$ cat src/rtl/fsm_responder_if.sv
// Handshake bundle between a four-phase initiator and fsm_responder.
// The master side drives the request and downstream ready; the slave side is the responder.
interface fsm_responder_if #(
  parameter int unsigned WIDTH = 8
);
  logic             req;
  logic [WIDTH-1:0] len;
  logic             abort;
  logic             ready;
  logic             ack;
  logic             valid;
  logic [WIDTH-1:0] beat;
  logic             done;
  logic             aborted;
  logic [1:0]       state;

  modport master (
    output req, len, abort, ready,
    input  ack, valid, beat, done, aborted, state
  );

  modport slave (
    input  req, len, abort, ready,
    output ack, valid, beat, done, aborted, state
  );
endinterface

$ cat src/rtl/fsm_responder.sv
// Four-phase request responder that streams len indexed beats under ready backpressure.
// Every output is decoded from registered state, so no input reaches an output combinationally.
module fsm_responder #(
  parameter int unsigned WIDTH = 8
) (
  input logic            clock,
  input logic            resetN,
  fsm_responder_if.slave bus
);

  typedef enum logic [1:0] {
    StWaite = 2'd0,
    StGo    = 2'd1,
    StDone  = 2'd2
  } state_e;

  localparam logic [WIDTH-1:0] One = WIDTH'(1);

  state_e           state_q, state_d;
  logic [WIDTH-1:0] beat_q, beat_d;
  logic [WIDTH-1:0] len_q, len_d;
  logic             aborted_q, aborted_d;
  logic             last_beat;

  // len_q is never zero in StGo, so len_q - 1 cannot underflow there.
  assign last_beat = (beat_q == (len_q - One));

  always_ff @(posedge clock) begin
    if (!resetN) begin
      state_q   <= StWaite;
      beat_q    <= '0;
      len_q     <= '0;
      aborted_q <= 1'b0;
    end else begin
      state_q   <= state_d;
      beat_q    <= beat_d;
      len_q     <= len_d;
      aborted_q <= aborted_d;
    end
  end

  always_comb begin
    state_d   = state_q;
    beat_d    = beat_q;
    len_d     = len_q;
    aborted_d = aborted_q;

    case (state_q)
      StWaite: begin
        if (bus.req) begin
          len_d     = bus.len;
          beat_d    = '0;
          aborted_d = 1'b0;
          state_d   = (bus.len == '0) ? StDone : StGo;
        end
      end

      StGo: begin
        // A final handshake wins over a simultaneous abort.
        if (bus.ready && last_beat) begin
          state_d   = StDone;
          aborted_d = 1'b0;
        end else if (bus.abort) begin
          state_d   = StDone;
          aborted_d = 1'b1;
        end else if (bus.ready) begin
          beat_d = beat_q + One;
        end
      end

      StDone: begin
        if (!bus.req) begin
          state_d   = StWaite;
          beat_d    = '0;
          aborted_d = 1'b0;
        end
      end

      default: begin
        state_d   = StWaite;
        beat_d    = '0;
        len_d     = '0;
        aborted_d = 1'b0;
      end
    endcase
  end

  always_comb begin
    bus.ack     = 1'b0;
    bus.valid   = 1'b0;
    bus.done    = 1'b0;
    bus.aborted = 1'b0;
    bus.beat    = '0;
    bus.state   = state_q;

    case (state_q)
      StGo: begin
        bus.ack   = 1'b1;
        bus.valid = 1'b1;
        bus.beat  = beat_q;
      end
      StDone: begin
        bus.ack     = 1'b1;
        bus.done    = 1'b1;
        bus.aborted = aborted_q;
        bus.beat    = beat_q;
      end
      default: ;
    endcase
  end

endmodule

$ cat src/flat_wrapper.sv
// flat-port wrapper written by rule: the top's interface ports become plain ports
module fsm_responder_flat 
#(
  parameter int unsigned WIDTH = 8
)
  (clock, resetN, bus_req, bus_len, bus_abort, bus_ready, bus_ack, bus_valid, bus_beat, bus_done, bus_aborted, bus_state);
  fsm_responder_if #(.WIDTH(WIDTH)) bus_i ();
  input logic clock;
  input logic resetN;
  input wire logic [$bits(bus_i.req)-1:0] bus_req;
  input wire logic [$bits(bus_i.len)-1:0] bus_len;
  input wire logic [$bits(bus_i.abort)-1:0] bus_abort;
  input wire logic [$bits(bus_i.ready)-1:0] bus_ready;
  output wire logic [$bits(bus_i.ack)-1:0] bus_ack;
  output wire logic [$bits(bus_i.valid)-1:0] bus_valid;
  output wire logic [$bits(bus_i.beat)-1:0] bus_beat;
  output wire logic [$bits(bus_i.done)-1:0] bus_done;
  output wire logic [$bits(bus_i.aborted)-1:0] bus_aborted;
  output wire logic [$bits(bus_i.state)-1:0] bus_state;
  assign bus_i.req = bus_req;
  assign bus_i.len = bus_len;
  assign bus_i.abort = bus_abort;
  assign bus_i.ready = bus_ready;
  assign bus_ack = bus_i.ack;
  assign bus_valid = bus_i.valid;
  assign bus_beat = bus_i.beat;
  assign bus_done = bus_i.done;
  assign bus_aborted = bus_i.aborted;
  assign bus_state = bus_i.state;
  fsm_responder #(.WIDTH(WIDTH)) u_core (.clock(clock), .resetN(resetN), .bus(bus_i));
endmodule
$ cat config.mk
export PLATFORM = sky130hd
export DESIGN_NAME = fsm_responder_flat
export DESIGN_NICKNAME = d
export VERILOG_FILES = /design/src/rtl/fsm_responder_if.sv /design/src/rtl/fsm_responder.sv /design/src/flat_wrapper.sv
export SDC_FILE = /design/constraint.sdc
export NUM_CORES = 1
export LEC_CHECK = 0
export ABC_CLOCK_PERIOD_IN_PS = 5900
export BUFFER_PORTS_ARGS = -buffer_cell sky130_fd_sc_hd__buf_2
export CORE_MARGIN = 2
export CORE_UTILIZATION = 45
export DETAILED_ROUTE_END_ITERATION = 8
export PLACE_DENSITY = 0.79
export SLEW_MARGIN = 15
export SYNTH_ARGS = -nofsm -noshare
export SYNTH_HDL_FRONTEND = slang
export SYNTH_SLANG_ARGS = --single-unit
$ cat constraint.sdc
create_clock -name clock -period 5.9 [get_ports clock]
set_clock_uncertainty 0.05 [all_clocks]
set_input_delay 0.59 -clock clock [delete_from_list [all_inputs] [get_ports clock]]
set_output_delay 0.59 -clock clock [all_outputs]
set_load 0.05 [all_outputs]
==> results of run 1 <==
where the power goes:
group	leakage (nW)	internal (mW)	total, mW	switching, mW
Combinational	0.479	0.118	0.356	0.238
Sequential	0.154	0.150	0.179	0.0295
Clock	0.0150	0.0264	0.0675	0.0412
Total	0.649	0.294	0.603	0.309
Yosys cell counts (2+ instances only):
| cell type | instances |
|---|---|
| ha_1 | 5 |
| xor2_1 | 5 |
| nand2_1 | 14 |
| a21o_1 | 3 |
| mux2i_1 | 4 |
| nor3_1 | 4 |
| dfxtp_1 | 19 |
| and3_1 | 2 |
| nand3b_1 | 4 |
| xnor2_1 | 5 |
| nand3_1 | 6 |
| clkbuf_1 | 4 |
| a22oi_1 | 8 |
| nor4_1 | 2 |
| a21oi_1 | 5 |
| inv_1 | 6 |
| nand2b_1 | 3 |
| a31o_1 | 3 |
| nand4_1 | 4 |
| and2_1 | 11 |
| a21boi_1 | 3 |
| nor2_1 | 7 |
| nor2b_1 | 8 |
layout make-up:
class,count,share of cell area
Clock buffer,4,0.0182
Sequential cell,19,0.263
Multi-Input combinational cell,119,0.586
Inverter,6,0.0156
Timing Repair Buffer,26,0.0900
Tap cell,31,0.0268
path summary, 6_finish.rpt:
check / start / endpoint / slack, ns / depth (start not counted)
worst max-delay path: u_core.bus.state[0] / bus_beat[3] / 3.54 / 4
worst min-delay path: u_core.bus.state[0] / u_core.bus.state[0] / 0.48 / 2
worst min register to register: u_core.bus.state[0] / u_core.bus.state[0] / 0.48 / 2
worst max register to register: u_core.len_q[0] / u_core.bus.state[0] / 3.60 / 9
flip-flops by register name, indices dropped and copies added (netlist names):
signal / cells
u_core.beat_q: 8
u_core.aborted_q: 1
u_core.bus.state: 2
u_core.len_q: 8
logic make-up (layout without fill, tap and decap cells):
logic type                 after synthesis  in the layout  synth area share
AOI/OAI and AO/OA                       32             32             0.197
xor gates and xnor gates                11             11            0.0898
adders and majority gates                5              5            0.0488
buffers and inverters                   12             36            0.0420
DFF                                     19             19             0.297
muxes                                    4              4            0.0313
and+or+nand+nor                         67             67             0.294
per-layer routing:
| metal | routed length [µm] | up-vias |
|---|---|---|
| met3 | 89 | 4 |
| li1 | - | 578 |
| met1 | 1300 | 542 |
| met5 | 0 | - |
| met4 | 24 | 0 |
| met2 | 1460 | 21 |
worst max-delay path, cell delays in order (launching register included):
cell     delay, ns
dfxtp_1       0.40
inv_1         0.08
ha_1          0.49
and2_1        0.19
buf_2         0.26
==> run metrics, run 1 <==
run status finished, final reports clean; Worst Path Arrival 1.72 ns; share of cells above drive strength 1 0.190; Reg clk slew, reported paths approximately 0.11 ns; top cells by area, synth dfxtp_1 30%, and2_1 5.4%, ha_1 4.9%; DR vias/cell around 5.6; Detail Route Antenna Nets 0; H-tree depth 1; Syn Std Cell Area 1280 µm²; Sink Count 19; CP Launch Type flop; Synth Instances 150; Max VDD drop 0.439 mV; fin cells 205; ys flop type dfxtp_1; routed length per instance 14.0 µm; M2 GR Usage 0.330; first-pass GRT wire length about 4.8 mm; FMAX between 400 and 500 MHz; Max Root-Sink Buffers 2; post-CTS resize count 0; post-route cell area 1450 µm²; footprint of the multi-input gates between 800 and 900 µm²; I/O Buffers 26; grt ovf 0; Post-CTS Repair Setup Buffers 0; 1st-iter DRT viols 34; total negative slack 0 ns; Hold Slack 0.477 ns; Antenna Cells 0; Mapped Nets 168; storage element area 380 µm²; Worst Setup End Kind output port; initial antenna violation count 0; critical path fanouts, max 11; final core occ 0.529; share of the synthesized area in the top cell type 0.297; GRT Resource Usage Total 0.187; part of the cycle the worst path needs 0.400; Layout Area Growth over Synthesis 12.8%; Post-synth EDFFs 0; RSZ-0062 raised after global routing no; number of global-route vias before repair 1099; CTS Root Cell clkbuf_4; largest net degree at the start of global routing 17; routability congestion estimate 0.864; final hold violations 0; met3 Usage GRT 0.0272; Post-DP HPWL approximately 2.2 mm; Pwr Density around 420 nW/µm²; Num CTS Buffers 3; Worst-Skew Late Latency 0.30 ns; Finish-stage setup viols 0; placed cell areas 1420 µm²; Rel. slew slack 0.432; post-layout worst setup margin 3.54 ns; Core ar. 2730 µm²; clock period minus worst slack 2.36 ns; # rows 19; DIE HEIGHT 57.4 µm; Slew Viols, Final 0; register area share after synthesis 0.297; num ports 27; pre-CTS setup slack 3.61 ns; worst-margin pin slew between 0.8 and 0.9 ns; Hold Path Class flop to flop; most common cell after layout, fill and taps aside buf_2; Final #Nets 193; syn avg cell area 8.54 µm²; flops & latches, synth 19; fill cell count 246; grt met1 use 0.230; Routed WL 2.88 mm; most crowded layer after global routing met2; DIE AREA 3290 µm²; total vias in the final route between 1000 and 1500; # DRC 0; CP Class flop to output port; most frequent cells in the layout 26 x buf_2, 19 x dfxtp_1, 14 x nand2_1, 11 x and2_1; Req. time, crit path 5.26 ns; CTS tree yes; Initial Utilization 0.469; Max-Cap Viols 0; distinct cell type count after synthesis 38; Async S/R FF share, synth 0; DRT Pass-1 Iters 4; die width 57.4 µm; hold buffer count at CTS 0; YS warnings 0; cell count after placement 201; Overall Power between 0.6 and 0.7 mW; Leak Pwr 0.649 nW; leading area contributor after synthesis dfxtp_1
(Power assumes the default switching activity.)
==> inputs of run 2 (changes only) <==
--- a/config.mk
+++ b/config.mk
@@ -5,7 +5,7 @@
 export SDC_FILE = /design/constraint.sdc
 export NUM_CORES = 1
 export LEC_CHECK = 0
-export ABC_CLOCK_PERIOD_IN_PS = 5900
+export ABC_CLOCK_PERIOD_IN_PS = 2300
 export BUFFER_PORTS_ARGS = -buffer_cell sky130_fd_sc_hd__buf_2
 export CORE_MARGIN = 2
 export CORE_UTILIZATION = 45
==> constraint.sdc (replaced) <==
create_clock -name clock -period 2.3 [get_ports clock]
set_clock_uncertainty 0.05 [all_clocks]
set_input_delay 0.23 -clock clock [delete_from_list [all_inputs] [get_ports clock]]
set_output_delay 0.23 -clock clock [all_outputs]
set_load 0.05 [all_outputs]
==> run 2 against run 1 <==
Compared with the run above:
- sequential share of layout area shrank 0.59 points
- sequential power grew to 2.6 times the previous value
- global-route usage shrank 0.86 points
- via count grew 2.7%
- combinational power grew to 2.7 times the previous value
- hold slack lost 0.34 ns
- flip-flop and latch count is the same
- clock power grew to 2.6 times the previous value
- critical path depth grew 3
- setup slack lost 3.4 ns
- cell area grew 3.3%
==> run metrics, run 2 (synthesis results as in run 1) <==
run status finished, final reports clean; Final #Nets 196; Finish-stage setup viols 0; cell count after placement 203; total negative slack 0 ns; # rows 19; most frequent cells in the layout 26 x buf_2, 16 x dfxtp_1, 14 x nand2_1, 11 x and2_1; Leak Pwr 0.665 nW; clock period minus worst slack 2.17 ns; Max stage delay on crit path 0.42 ns; Post-DP HPWL ~2.2 mm; WP buf/inv 0; critical path fanouts, max 7; Worst-Skew Late Latency 0.31 ns; # DRC 0; initial antenna violation count 0; storage element area 384 µm²; GRT Resource Usage Total 0.179; worst-margin pin slew 0.378 ns; CTS tree yes; most common cell after layout, fill and taps aside buf_2; Max Root-Sink Buffers 2; CP Class flop to flop; DIE HEIGHT 57.4 µm; H-tree depth 1; share of cells above drive strength 1 0.254; final core occ 0.546; grt ovf 0; final hold violations 0; number of global-route vias before repair 1026; Slew Viols, Final 0; Initial Utilization 0.469; CP Launch Type flop; Num CTS Buffers 3; Sink Count 19; Hold Path Class input pin to flop; Antenna Cells 0; DRT Pass-1 Iters 4; Core ar. about 2700 µm²; Max VDD drop 1.12 mV; RSZ-0062 raised after global routing no; post-layout worst setup margin 0.133 ns; num ports 27; routability congestion estimate 0.848; routed length per instance 14.0 µm; crit-path cells nor4_4, nand3_1, o32ai_1, o311a_4, a21oi_1, a21boi_2, mux2i_1; Routed WL 2.92 mm; first-pass GRT wire length 4.67 mm; Reg clk slew, reported paths 0.11 ns; Detail Route Antenna Nets 0; Post-CTS Repair Setup Buffers 0; fin cells roughly 210; footprint of the multi-input gates 875 µm²; die width between 50 and 60 µm; DIE AREA roughly 3300 µm²; DR vias/cell 5.65; Max-Cap Viols 0; total vias in the final route between 1000 and 1500; I/O Buffers 26; Worst Setup End Kind flop; CTS Root Cell clkbuf_4; fill cell count 248; part of the cycle the worst path needs 0.942; critical path's top delay family compound AO/OA/AOI/OAI gates; largest net degree at the start of global routing 17; 1st-iter DRT viols a little under 50; Req. time, crit path 2.49 ns; Rel. slew slack 0.741; slowest CP cell dfxtp_1; Worst Path Arrival ~2.4 ns; pre-CTS setup slack 0.0705 ns; Layout Area Growth over Synthesis 16.5%; FMAX 462 MHz; Pwr Density around 1100 nW/µm²; Overall Power 1.60 mW
run 2: worst paths after layout:
check | start | to | slack (ns) | depth (start not counted)
worst max-delay path | u_core.len_q[2] | u_core.bus.state[0] | 0.13 | 7
worst min-delay path | bus_len[0] | u_core.len_q[0] | 0.14 | 3
worst max register to register | u_core.len_q[2] | u_core.bus.state[0] | 0.13 | 7
worst min register to register | u_core.bus.state[0] | u_core.bus.state[0] | 0.45 | 2
run 2: worst min-delay path, cell delays in order:
cell and delay (ns):
buf_2 0.09, a22oi_1 0.06, nor2b_1 0.09
run 2: metal layers:
layer / vias to the layer above / routed length (µm) / global-route usage
met4: 0 / 12 / 0.0299
met2: 23 / 1430 / 0.308
li1: 591 / - / -
met3: 2 / 125 / 0.0476
met1: 560 / 1350 / 0.226
met5: - / 0 / 0
run 2: cell type report:
cell class                      count  share of cell area
Sequential cell                    19               0.257
Timing Repair Buffer               28              0.0972
Clock buffer                        3              0.0151
Multi-Input combinational cell    120               0.586
Inverter                            6              0.0151
Tap cell                           31              0.0260
Clock inverter                      1             0.00335
run 2: repair_timing:
item	in CTS	in global routing
hold buffers	0	0
endpoints found under the setup margin	0	6
resized for setup	0	6
run 2: metrics by stage:
step | area (µm²) | hold slack (ns)
after floorplan | 1280 | 0.320
after global placement | 1440 | 0.408
after detailed placement | 1440 | 0.423
after CTS | 1470 | 0.137
after global routing | 1490 | 0.151
final | 1490 | 0.141
run 2: power by group:
part	total, mW	internal, mW	switching, mW
registers	0.464	0.388	0.0764
logic	0.959	0.330	0.629
clock network	0.175	0.0650	0.110
total	1.60	0.783	0.815
==> inputs of run 3 (changes only) <==
--- a/config.mk
+++ b/config.mk
@@ -6,11 +6,13 @@
 export NUM_CORES = 1
 export LEC_CHECK = 0
 export ABC_CLOCK_PERIOD_IN_PS = 2300
-export BUFFER_PORTS_ARGS = -buffer_cell sky130_fd_sc_hd__buf_2
+export CORE_ASPECT_RATIO = 0.9
 export CORE_MARGIN = 2
 export CORE_UTILIZATION = 45
+export CTS_BUF_LIST = sky130_fd_sc_hd__clkbuf_4 sky130_fd_sc_hd__clkbuf_8
 export DETAILED_ROUTE_END_ITERATION = 8
-export PLACE_DENSITY = 0.79
+export DONT_BUFFER_PORTS = 1
+export PLACE_DENSITY = 0.71
 export SLEW_MARGIN = 15
 export SYNTH_ARGS = -nofsm -noshare
 export SYNTH_HDL_FRONTEND = slang
==> run 3 against run 2 <==
Compared with the run above:
- the flow now finishes with violations (hold timing)
- cell area grew 7.6%
- maximum frequency shrank 0.42%
- register-to-register slack is essentially flat
- sequential share of layout area shrank 1.9 points
- global-route usage grew 1.4 points
- core utilization grew 4.4 points
- critical path depth grew 3
- clock power grew 10%
- critical path type unchanged
- critical endpoint is now u_core.beat_q[1]
- largest cell class unchanged
- highest routed layer unchanged
==> run metrics, run 3 (synthesis results as in run 1) <==
run status finished with violations; violated checks hold timing; Hold Slack -0.00612 ns; CP Launch Type flop; worst hold start resetN; Slew Viols, Final 0; H-tree depth 1; # DRC 0; Antenna Cells 0; Post-DP HPWL approximately 2.3 mm; final hold violations 3; FMAX 460 MHz; Core ar. 2730 µm²; routed length per instance 14.6 µm; R2R Path End u_core.beat_q[1]; total negative slack 0 ns; Max stage delay on crit path 0.37 ns; critical path's top delay family compound AO/OA/AOI/OAI gates; # rows 18; Layout Area Growth over Synthesis 25.4%; 1st-iter DRT viols 34; Overall Power 1.64 mW; most common cell after layout, fill and taps aside dfxtp_1; I/O Buffers 0; die width 60.2 µm; Worst Path Arrival 2.37 ns; Reg clk slew, reported paths 0.11 ns; Finish-stage setup viols 0; RSZ-0062 raised after global routing no; Hold Crit Endpoint u_core.len_q[5]; Worst Reg-to-Reg Cells 10; GRT Resource Usage Total 0.192; DR vias/cell 5.56; Routed WL 3.05 mm; Comb pwr share 0.605; met3 Usage GRT 0.0331; total vias in the final route ~1200; hold depth 1; largest net degree at the start of global routing 17; routability congestion estimate 0.813; CTS tree yes; clock period minus worst slack 2.18 ns; DRT Pass-1 Iters 5; Clk pwr share 0.117; most crowded layer after global routing met2; Worst-Skew Late Latency just over 0.3 ns; Req. time, crit path 2.50 ns; Sink Count 19; Leak Pwr 0.662 nW; Max Root-Sink Buffers 2; switching pwr 0.815 mW; Final #Nets 188; Worst R2R Setup Slack 0.12 ns; DIE HEIGHT 54.6 µm; Detail Route Antenna Nets 0; CP Class flop to flop; switching share of power 0.497; grt ovf 0; M2 GR Usage 0.328; Pwr Density 1020 nW/µm²; worst-margin pin slew 0.384 ns; initial antenna violation count 0; Pint 0.826 mW; Worst Setup End Kind flop; Num CTS Buffers 3; CTS Root Cell clkbuf_4; number of global-route vias before repair 1027; num ports 27; Rel. slew slack 0.737; slowest CP cell dfxtp_1; DIE AREA ~3300 µm²; grt met1 use 0.246; reg2reg start u_core.len_q[0]; sequential group share of total power 0.277; most frequent cells in the layout 17 x dfxtp_1, 14 x nand2_1, 11 x and2_1, 11 x buf_4; Initial Utilization 0.470; crit-path cells inv_1, ha_1, xnor2_1, a21o_1, o21ai_1, o311a_4, a21oi_4, buf_4, nand3b_1, a21boi_1; fill cell count 259; first-pass GRT wire length 4.64 mm; WP buf/inv 2; part of the cycle the worst path needs 0.946; share of cells above drive strength 1 0.189; Hold Path Class input pin to flop; critical path fanouts, max 10; Max VDD drop 0.777 mV; Max-Cap Viols 0
## run 3: cell types whose count changed in the layout (fill, tap and decap cells not counted), moves of 2 or more
cell and delta:
buf_12 +8, o21ai_1 +2, dlygate4sd3_1 +2, buf_2 -26, buf_4 +9
## run 3: cell type report
cell class              count  area, µm²  area share
multi-input cells         119        858       0.534
repair buffers             21        263       0.164
well taps                  40       50.0      0.0312
clock buffers               4       30.0      0.0187
inverters                   6       22.5      0.0140
flip-flops and latches     19        383       0.238
## run 3: per-stage QoR
step	instance area (µm²)	hold slack (ns)	utilization	cells	worst slack [ns]
floorplan	1280	0.320	-	150	0.0249
global placement	1520	0.304	0.559	200	0.171
detailed placement	1520	0.317	0.559	200	0.105
CTS	1560	0.00325	0.574	205	0.101
global route	1610	-0.000360	0.590	209	0.0196
finish	1610	-0.00612	0.590	209	0.124
## run 3: repair_timing
action	CTS	global route
setup endpoints to repair	0	7
hold buffers	1	1
buffers inserted	0	3
resized for setup	0	4
hold endpoints to repair	1	3
## run 3: worst max-delay path by stage
stage | startpoint | end | slack (ns) | cells after the start
finish | u_core.len_q[0] | u_core.beat_q[1] | 0.12 | 10
global route | u_core.len_q[0] | u_core.beat_q[1] | 0.02 | 10
CTS | u_core.len_q[1] | u_core.bus.state[0] | 0.10 | 9
detailed placement | u_core.len_q[1] | u_core.bus.state[0] | 0.10 | 9
global placement | u_core.len_q[1] | u_core.bus.state[0] | 0.17 | 9
floorplan | u_core.bus.state[1] | u_core.len_q[0] | 0.02 | 5
## run 3: layer usage
metal / vias to the layer above / share of wire
li1: 574 / -
met2: 42 / 0.50
met3: 5 / 0.068
met1: 541 / 0.42
met5: - / 0
met4: 0 / 0.016
## run 3: power groups by stage
| stage | Combinational [mW] | Sequential [mW] | Clock (mW) |
|---|---|---|---|
| after floorplan | 0.687 | 0.510 | 0 |
| after global placement | 0.920 | 0.455 | 0 |
| after detailed placement | 0.959 | 0.459 | 0 |
| after CTS | 0.965 | 0.453 | 0.188 |
| after global routing | 1.08 | 0.464 | 0.209 |
| final | 0.994 | 0.455 | 0.193 |
